<file path="src/rtl/rv32i_lsu_pkg.sv">
// Shared definitions for the RV32I load/store unit: funct3 width codes,
// FSM state encoding, exception codes and the access fault classifier.
package rv32i_lsu_pkg;

  // funct3 access width/sign codes
  localparam logic [2:0] F3_B  = 3'b000;
  localparam logic [2:0] F3_H  = 3'b001;
  localparam logic [2:0] F3_W  = 3'b010;
  localparam logic [2:0] F3_BU = 3'b100;
  localparam logic [2:0] F3_HU = 3'b101;

  // LSU state encoding
  typedef enum logic [1:0] {
    LSU_IDLE = 2'd0,
    LSU_REQ  = 2'd1,
    LSU_WAIT = 2'd2,
    LSU_DONE = 2'd3
  } lsu_state_e;

  // Exception codes reported during DONE
  localparam logic [1:0] LSU_EXC_NONE     = 2'b00;
  localparam logic [1:0] LSU_EXC_MISALIGN = 2'b01;
  localparam logic [1:0] LSU_EXC_TIMEOUT  = 2'b10;
  localparam logic [1:0] LSU_EXC_ILLEGAL  = 2'b11;

  // Classify an access before it reaches the bus. An illegal width
  // takes precedence over misalignment.
  function automatic logic [1:0] lsu_fault(input logic       is_store,
                                           input logic [2:0] f3,
                                           input logic [1:0] off);
    logic       legal;
    logic [1:0] code;
    if (is_store) begin
      legal = (f3 == F3_B) || (f3 == F3_H) || (f3 == F3_W);
    end else begin
      legal = (f3 == F3_B) || (f3 == F3_H) || (f3 == F3_W) ||
              (f3 == F3_BU) || (f3 == F3_HU);
    end
    code = LSU_EXC_NONE;
    if (!legal) begin
      code = LSU_EXC_ILLEGAL;
    end else if ((f3[1:0] == 2'b01) && off[0]) begin
      code = LSU_EXC_MISALIGN;
    end else if ((f3[1:0] == 2'b10) && (off != 2'b00)) begin
      code = LSU_EXC_MISALIGN;
    end
    return code;
  endfunction

endpackage

</file>
<file path="src/rtl/rv32i_load_align.sv">
// Load data extraction: shifts the addressed byte/halfword down to bit 0
// and sign- or zero-extends it according to funct3.
module rv32i_load_align
  import rv32i_lsu_pkg::*;
(
  input  logic [2:0]  funct3_i,
  input  logic [1:0]  offset_i,
  input  logic [31:0] word_i,
  output logic [31:0] data_o
);

  logic [31:0] shifted;

  assign shifted = word_i >> {offset_i, 3'b000};

  // Extend the low byte/halfword of the shifted word by access type
  always_comb begin
    data_o = shifted;
    case (funct3_i)
      F3_B:    data_o = {{24{shifted[7]}}, shifted[7:0]};
      F3_H:    data_o = {{16{shifted[15]}}, shifted[15:0]};
      F3_BU:   data_o = {24'h0, shifted[7:0]};
      F3_HU:   data_o = {16'h0, shifted[15:0]};
      default: data_o = shifted;
    endcase
  end

endmodule

</file>
<file path="src/rtl/rv32i_lsu.sv">
// MEM-stage load/store unit: single-outstanding request/response bus master
// with store lane steering, load extension, stall generation and exceptions.
module rv32i_lsu
  import rv32i_lsu_pkg::*;
#(
  parameter int TIMEOUT_CYCLES = 255
) (
  input  logic        i_clk,
  input  logic        i_rst_n,
  input  logic        i_mem_read_en,
  input  logic        i_mem_write_en,
  input  logic [2:0]  i_funct3,
  input  logic [31:0] i_addr,
  input  logic [31:0] i_wdata,
  output logic        o_stall,
  output logic [31:0] o_rdata,
  output logic        o_rdata_valid,
  output logic [1:0]  o_exc,
  output logic        o_bus_req,
  output logic        o_bus_we,
  output logic [31:0] o_bus_addr,
  output logic [31:0] o_bus_wdata,
  output logic [3:0]  o_bus_wstrb,
  input  logic        i_bus_gnt,
  input  logic        i_bus_rvalid,
  input  logic [31:0] i_bus_rdata
);

  // Last count value before the access is abandoned
  localparam logic [9:0] TO_LAST = 10'(TIMEOUT_CYCLES - 1);

  lsu_state_e  state_q;
  logic [2:0]  funct3_q;
  logic [1:0]  off_q;
  logic [9:0]  cnt_q;
  logic        bus_req_q;
  logic        bus_we_q;
  logic [31:0] bus_addr_q;
  logic [31:0] bus_wdata_q;
  logic [3:0]  bus_wstrb_q;
  logic [31:0] rdata_q;
  logic        rdata_valid_q;
  logic [1:0]  exc_q;

  logic        access_d;
  logic        is_store_d;
  logic [1:0]  fault_d;
  logic [31:0] wdata_d;
  logic [3:0]  wstrb_d;
  logic [31:0] load_data_d;

  // A simultaneous read and write is treated as a load
  assign access_d   = i_mem_read_en | i_mem_write_en;
  assign is_store_d = i_mem_write_en & ~i_mem_read_en;
  assign fault_d    = lsu_fault(is_store_d, i_funct3, i_addr[1:0]);

  // Store lane replication and byte enables for the incoming access
  always_comb begin
    wdata_d = i_wdata;
    wstrb_d = 4'b1111;
    case (i_funct3[1:0])
      2'b00: begin
        wdata_d = {4{i_wdata[7:0]}};
        wstrb_d = 4'b0001 << i_addr[1:0];
      end
      2'b01: begin
        wdata_d = {2{i_wdata[15:0]}};
        wstrb_d = 4'b0011 << i_addr[1:0];
      end
      default: begin
        wdata_d = i_wdata;
        wstrb_d = 4'b1111;
      end
    endcase
  end

  rv32i_load_align u_align (
    .funct3_i (funct3_q),
    .offset_i (off_q),
    .word_i   (i_bus_rdata),
    .data_o   (load_data_d)
  );

  // Access sequencing, timeout counting and registered outputs
  always_ff @(posedge i_clk or negedge i_rst_n) begin
    if (!i_rst_n) begin
      state_q       <= LSU_IDLE;
      funct3_q      <= 3'b000;
      off_q         <= 2'b00;
      cnt_q         <= 10'd0;
      bus_req_q     <= 1'b0;
      bus_we_q      <= 1'b0;
      bus_addr_q    <= 32'h0;
      bus_wdata_q   <= 32'h0;
      bus_wstrb_q   <= 4'b0000;
      rdata_q       <= 32'h0;
      rdata_valid_q <= 1'b0;
      exc_q         <= LSU_EXC_NONE;
    end else begin
      case (state_q)
        LSU_IDLE: begin
          exc_q         <= LSU_EXC_NONE;
          rdata_valid_q <= 1'b0;
          if (access_d) begin
            funct3_q    <= i_funct3;
            off_q       <= i_addr[1:0];
            bus_we_q    <= is_store_d;
            bus_addr_q  <= {i_addr[31:2], 2'b00};
            bus_wdata_q <= wdata_d;
            bus_wstrb_q <= is_store_d ? wstrb_d : 4'b0000;
            cnt_q       <= 10'd0;
            if (fault_d != LSU_EXC_NONE) begin
              exc_q   <= fault_d;
              rdata_q <= 32'h0;
              state_q <= LSU_DONE;
            end else begin
              bus_req_q <= 1'b1;
              state_q   <= LSU_REQ;
            end
          end
        end
        LSU_REQ: begin
          if (i_bus_gnt) begin
            bus_req_q <= 1'b0;
            cnt_q     <= cnt_q + 10'd1;
            state_q   <= LSU_WAIT;
          end else if (cnt_q >= TO_LAST) begin
            bus_req_q <= 1'b0;
            exc_q     <= LSU_EXC_TIMEOUT;
            rdata_q   <= 32'h0;
            state_q   <= LSU_DONE;
          end else begin
            cnt_q <= cnt_q + 10'd1;
          end
        end
        LSU_WAIT: begin
          if (i_bus_rvalid) begin
            rdata_q       <= load_data_d;
            rdata_valid_q <= ~bus_we_q;
            exc_q         <= LSU_EXC_NONE;
            state_q       <= LSU_DONE;
          end else if (cnt_q >= TO_LAST) begin
            exc_q   <= LSU_EXC_TIMEOUT;
            rdata_q <= 32'h0;
            state_q <= LSU_DONE;
          end else begin
            cnt_q <= cnt_q + 10'd1;
          end
        end
        default: begin
          // DONE lasts one cycle; enables seen here belong to this access
          rdata_valid_q <= 1'b0;
          exc_q         <= LSU_EXC_NONE;
          state_q       <= LSU_IDLE;
        end
      endcase
    end
  end

  assign o_stall = ((state_q == LSU_IDLE) && access_d) ||
                   (state_q == LSU_REQ) || (state_q == LSU_WAIT);

  assign o_rdata       = rdata_q;
  assign o_rdata_valid = rdata_valid_q;
  assign o_exc         = exc_q;
  assign o_bus_req     = bus_req_q;
  assign o_bus_we      = bus_we_q;
  assign o_bus_addr    = bus_addr_q;
  assign o_bus_wdata   = bus_wdata_q;
  assign o_bus_wstrb   = bus_wstrb_q;

endmodule

</file>
<file path="config.mk">
export PLATFORM = sky130hd
export DESIGN_NAME = rv32i_lsu
export DESIGN_NICKNAME = d
export VERILOG_FILES = /design/src/rtl/rv32i_lsu_pkg.sv /design/src/rtl/rv32i_load_align.sv /design/src/rtl/rv32i_lsu.sv
export SDC_FILE = /design/constraint.sdc
export NUM_CORES = 1
export LEC_CHECK = 0
export CORE_UTILIZATION = 39
export DETAILED_ROUTE_END_ITERATION = 10
export PLACE_DENSITY = 0.71
export RECOVER_POWER = 25
export SYNTH_ARGS = -nofsm -noshare
export SYNTH_HDL_FRONTEND = slang
export SYNTH_SLANG_ARGS = --single-unit
</file>
<file path="constraint.sdc">
create_clock -name i_clk -period 2.1 [get_ports i_clk]
set_input_delay 0.315 -clock i_clk [delete_from_list [all_inputs] [get_ports i_clk]]
set_output_delay 0.315 -clock i_clk [all_outputs]
set_load 0.005 [all_outputs]
</file>
## Word-level counts from Yosys, hierarchy flattened

Cells that the tools add are included.

| word-level totals | value |
|---|---|
| register bits after elaboration | 120 |
| input port bits | 105 |
| output and inout bits | 106 |
| word-level logic and storage cells | 100 |

| operators by class | value |
|---|---|
| add/subtract/negate cells | 1 |
| order comparisons | 1 |
| equal/unequal tests | 18 |
| shift operators | 3 |
| multiplexer cells | 38 |
| bitwise logic cells | 5 |
| reduce and logical (&&, ||, !) cells | 22 |

Operator list:

| cell | count |
|---|---|
| $mux 32 | 5 |
| $pmux 32 s4 | 1 |
| $pmux 32 s3 | 1 |
| $pmux 32 s2 | 1 |
| $mux 10 | 4 |
| $shr 32x5->32 | 1 |
| $pmux 10 s3 | 1 |
| $mux 2 | 11 |
| $eq 3x3->1 const B | 4 |
| $ne 2x2->1 const B | 6 |
| $pmux 2 s3 | 2 |
| $add 10x1->10 const B | 1 |
| $ge 10x8->1 const B | 1 |
| $mux 1 | 8 |
| $pmux 4 s2 | 1 |
| $reduce_and 4->1 | 2 |
| $eq 3x1->1 const B | 2 |
| $logic_not 3->1 | 2 |
| $logic_or 1x1->1 | 6 |
| $reduce_bool 2->1 | 3 |
| $eq 2x1->1 const B | 2 |
| $eq 2x2->1 const B | 2 |
| $logic_not 2->1 | 2 |
| $mux 4 | 1 |
| 12 further kinds | 18 |

## Logic depth before layout (Yosys ltp)

| depth | value |
|---|---|
| word-level depth | 11 |
| gate-level depth with buffers | 9 |

## Cells and area by module

From an unflattened synthesis, not the netlist that was laid out.

| second synthesis, totals | value |
|---|---|
| cell total of the unflattened synthesis | 660 |
| area, all modules | 6065.8 um^2 |

By module, submodules not included:

| module | times used | cells an instance | area an instance (um^2) |
|---|---|---|---|
| rv32i_lsu | 1 | 553 | 5371.4 |
| rv32i_load_align | 1 | 107 | 694.4 |

## Worst setup path after synthesis

OpenSTA, ideal clock, no wires.

| timing path | value |
|---|---|
| kind | flip-flop to output port |
| from | register state_q[0] |
| to | output o_stall |
| arrival | 1.625 ns |
| data required time | 1.785 ns |
| path slack | 0.160 ns |
| stages on the path, launching flop included | 8 |
| path buffers | 3 |
| cell sequence | dfrtp_1 inv_1 ha_1 buf_2 o21ai_1 clkbuf_1 clkbuf_1 nand2_1 |

| between the ends | value |
|---|---|
| cells in the longest elaborated chain, start to end | 4 |
| elaborated cells on any way between the ends | 6 |
| classes of those cells | eq/ne (2); reduce/logical (4) |

Ends and longest elaborated chain:

| what | line | RTL |
|---|---|---|
| start: declaration | rv32i_lsu.sv:32 | `lsu_state_e state_q;` |
| start signal: assignment | rv32i_lsu.sv:87 | `state_q <= LSU_IDLE;` |
| start signal: assignment | rv32i_lsu.sv:115 | `state_q <= LSU_DONE;` |
| start signal: assignment | rv32i_lsu.sv:118 | `state_q <= LSU_REQ;` |
| $logic_not 2->1 | rv32i_lsu.sv:160 | `assign o_stall = ((state_q == LSU_IDLE) && access_d) \|\|` |
| $logic_and 1x1->1 | rv32i_lsu.sv:160 |  |
| $logic_or 1x1->1 | rv32i_lsu.sv:160 |  |
| $logic_or 1x1->1 * | rv32i_lsu.sv:161 | `(state_q == LSU_REQ) \|\| (state_q == LSU_WAIT);` |
| end: declaration | rv32i_lsu.sv:15 | `output logic o_stall,` |

Every way passes the cells marked *; elsewhere a longest branch is shown, timed or not.

## Worst setup path in the final report

Same ends and word-level chain as after synthesis.

==> results_dict.tcl <==
set metrics [dict create \
    worstPathRequired_ns 1.78 \
    comb_power_share_pct 45.8 \
    drtIter0Drc 410 \
    synth_cell_types 55 \
    start_util_pct 40.4 \
    outcome "finished, violations left" \
    placed_area_um2 8450 \
    finalSetupViolations 0 \
    min_period_ns 2.03 \
    routed_wl_um 18300 \
    hold_viol_final 0 \
    slew_viol_final 0 \
    grt_max_degree 56 \
    n_antenna_cell 0 \
    clock.fmax_mhz 494 \
    cpPeakStageDelay_ns 0.38 \
    p_sw_uw 4620 \
    path_cells "buf_4 > ha_1 > nor2_4 > nand2_1 > dlygate4sd2_1" \
    numClockSinks 120 \
    cp_data_arrival_time_ns 1.71 \
    core_area_um2 14700 \
    cts_inserted_buffers 17 \
    yosysSeqAreaShare_pct 50.5 \
    powerDensity_nw_per_um2 1440 \
    ys.flop_type "dfrtp_1" \
    die_h_um 125 \
    internal-power_uw 8690 \
    clkPwrFrac_pct 25.4 \
    nNetsFinal 991 \
    pre_cts_slack_ns -0.417 \
    grt_first_pass_wirelength_um 28700 \
    portBuffers 208 \
    antenna_left 0 \
    avgSynthCellArea_um2 9.28 \
    total_power_uw 13300 \
    syn_area_um2 5940 \
    grt_pass1_vias 5720 \
    drc 10 \
    slew_headroom_pct 34.0 \
    overflow 0 \
    hp-class "input pin to asynchronous set/reset pin" \
    synth.ff_latch_count 120 \
    tns_ns 0 \
    ios 211 \
    vias 5736 \
    holdWs_ns 0.325 \
    leakage_uw 0.00420 \
    final.setup.worst_slack_ns 0.0742 \
    die_area_um2 15700 \
    critPathCaptureType "output pin" \
    cts_root_buf "clkbuf_16" \
    swShare_pct 34.7 \
    crit_type "flop to output pin" \
    hpwlAfterDp_um 13100 \
    clk_pin_slew_ns 0.06 \
    worstMarginPinSlew_ns 0.990 \
    die_x_um 125 \
    dr.pass1.iters 8 \
    yosys_warnings 0 \
    crit_slowest_cell "dfrtp_1" \
    synth-edff-count 0 \
    clk_latency_ns 0.42 \
    cts_tree "yes" \
    period_share_pct 96.5 \
    via_per_inst 5.33 \
    drive_gt1_share_pct 12.1 \
    gp_routability_congestion 0.891 \
    design_area_um2 9240 \
    async_flop_share_pct 100 \
    netlist_instances 640 \
    clock_path_buffers 2 \
    grt_util_all_layers_pct 23.2 \
    ctsHtreeMaxLevel 4 \
    area_growth_pct 55.5 \
    critPathLaunchType "flop" \
    rows 44 \
    violations "DRC" \
    wl_per_cell_um 17.0 \
    max-vdd-ir-drop_mv 0.770 \
    cap_viol_max_count 0 \
    crit_fanout 7 \
    power_frac_seq_pct 28.9 \
    fin_skew_ns 0.00697 \
    antenna_found_initial 0 \
]
==> synthesized netlist by cell type, drive strengths merged, types with 3 or more instances <==
library cell  instances  share of area (%)
a32o                  7                1.2
dfrtp               120                 51
clkbuf               24                1.5
a22o                 25                3.7
a21oi                29                2.4
nor2                 27                1.8
nand2               196                 12
nand3                 4               0.34
mux2i                41                6.9
o21ai                58                5.1
inv                  10               0.63
o211ai                5               0.63
a31oi                 3               0.32
or2                   3               0.32
a211o                 8                1.3
ha                    7                1.5
buf                  16                2.0
nor2b                 9               0.95
o31ai                 6               0.76
nor3                  7               0.95
==> registers in the layout, indices dropped and copies added (netlist names) <==
register,flops
cnt_q,10
funct3_q,3
o_bus_wstrb,4
o_exc,2
state_q,2
o_bus_addr,30
o_rdata_valid,1
o_rdata,32
o_bus_wdata,32
o_bus_we,1
o_bus_req,1
off_q,2
==> area by class of cell <==
type	count	area (um^2)
clock inverters	12	220
repair buffers	258	2500
fillers	1236	5460
inverters	10	37.5
multi-input cells	472	2780
flip-flops and latches	120	3000
well taps	184	230
clock buffers	20	467
==> final timing paths <==
path	from	end	slack, ns	cells after the start
max	state_q[0]	o_stall	0.07	5
min	i_rst_n	o_bus_wdata[20]	0.32	2
max reg2reg	state_q[0]	cnt_q[9]	0.08	9
min reg2reg	o_bus_addr[29]	o_bus_addr[29]	0.48	2
max in group asynchronous	i_rst_n	o_rdata[10]	0.50	3
min in group i_clk	i_addr[31]	o_bus_addr[31]	0.43	3
==> power groups by stage <==
stage	clock network, uW	registers [uW]	logic [uW]
2_1_floorplan	0	3840	2760
3_3_place_gp	0	3820	5690
3_5_place_dp	0	3860	5820
4_1_cts	3420	3850	5870
5_1_grt	3510	3950	6620
6_report	3370	3850	6090
==> stage by stage <==
stage          util [%]  instances
2_1_floorplan         -        641
3_3_place_gp       57.5       1037
3_5_place_dp       57.5       1037
4_1_cts            62.3       1070
5_1_grt            62.9       1076
6_report           62.9       1076
==> timing repair <==
item / in CTS / in global routing
setup endpoints to repair: 25 / 44
endpoints found under the hold margin: 21 / 0
cloned: 0 / 1
pin swaps: 0 / 3
hold buffers: 1 / 0
buffers inserted: 0 / 5
gates resized for setup: 6 / 12
==> layout by cell type, fill, tap and decap left out, types with 9 or more instances in the layout <==
cell / n
buf_4: 43
nand2_1: 194
inv_1: 10
nor2_1: 22
clkbuf_16: 17
clkdlybuf4s50_1: 206
a21oi_1: 28
dfrtp_1: 120
a22o_1: 25
mux2i_1: 41
o21ai_0: 53
nor2b_1: 9
==> metal layers <==
metal | vias up | part of all wire (%) | GRT usage (%)
met3 | 25 | 8.7 | 7.92
met2 | 226 | 50 | 39.8
met5 | - | 0 | 0
li1 | 2695 | - | -
met1 | 2790 | 40 | 26.6
met4 | 0 | 1.6 | 8.61
==> cells by family after synthesis <==
family                   synth area share (%)
AO/OA/AOI/OAI                            18.0
adder cells (fa/ha/maj)                  1.47
buffers and inverters                    4.13
flip-flops                               50.5
multiplexers                             7.35
other                                  0.0631
AND/OR/NAND/NOR                          18.4
==> critical path, delay by kind of cell (launching register included) <==
family / cells / cell delay (ns)
adders and majority gates: 1 / 0.30
buffers and inverters: 2 / 0.42
DFF: 1 / 0.38
and+or+nand+nor: 2 / 0.19
No activity file was read; power rests on OpenSTA's default activity.
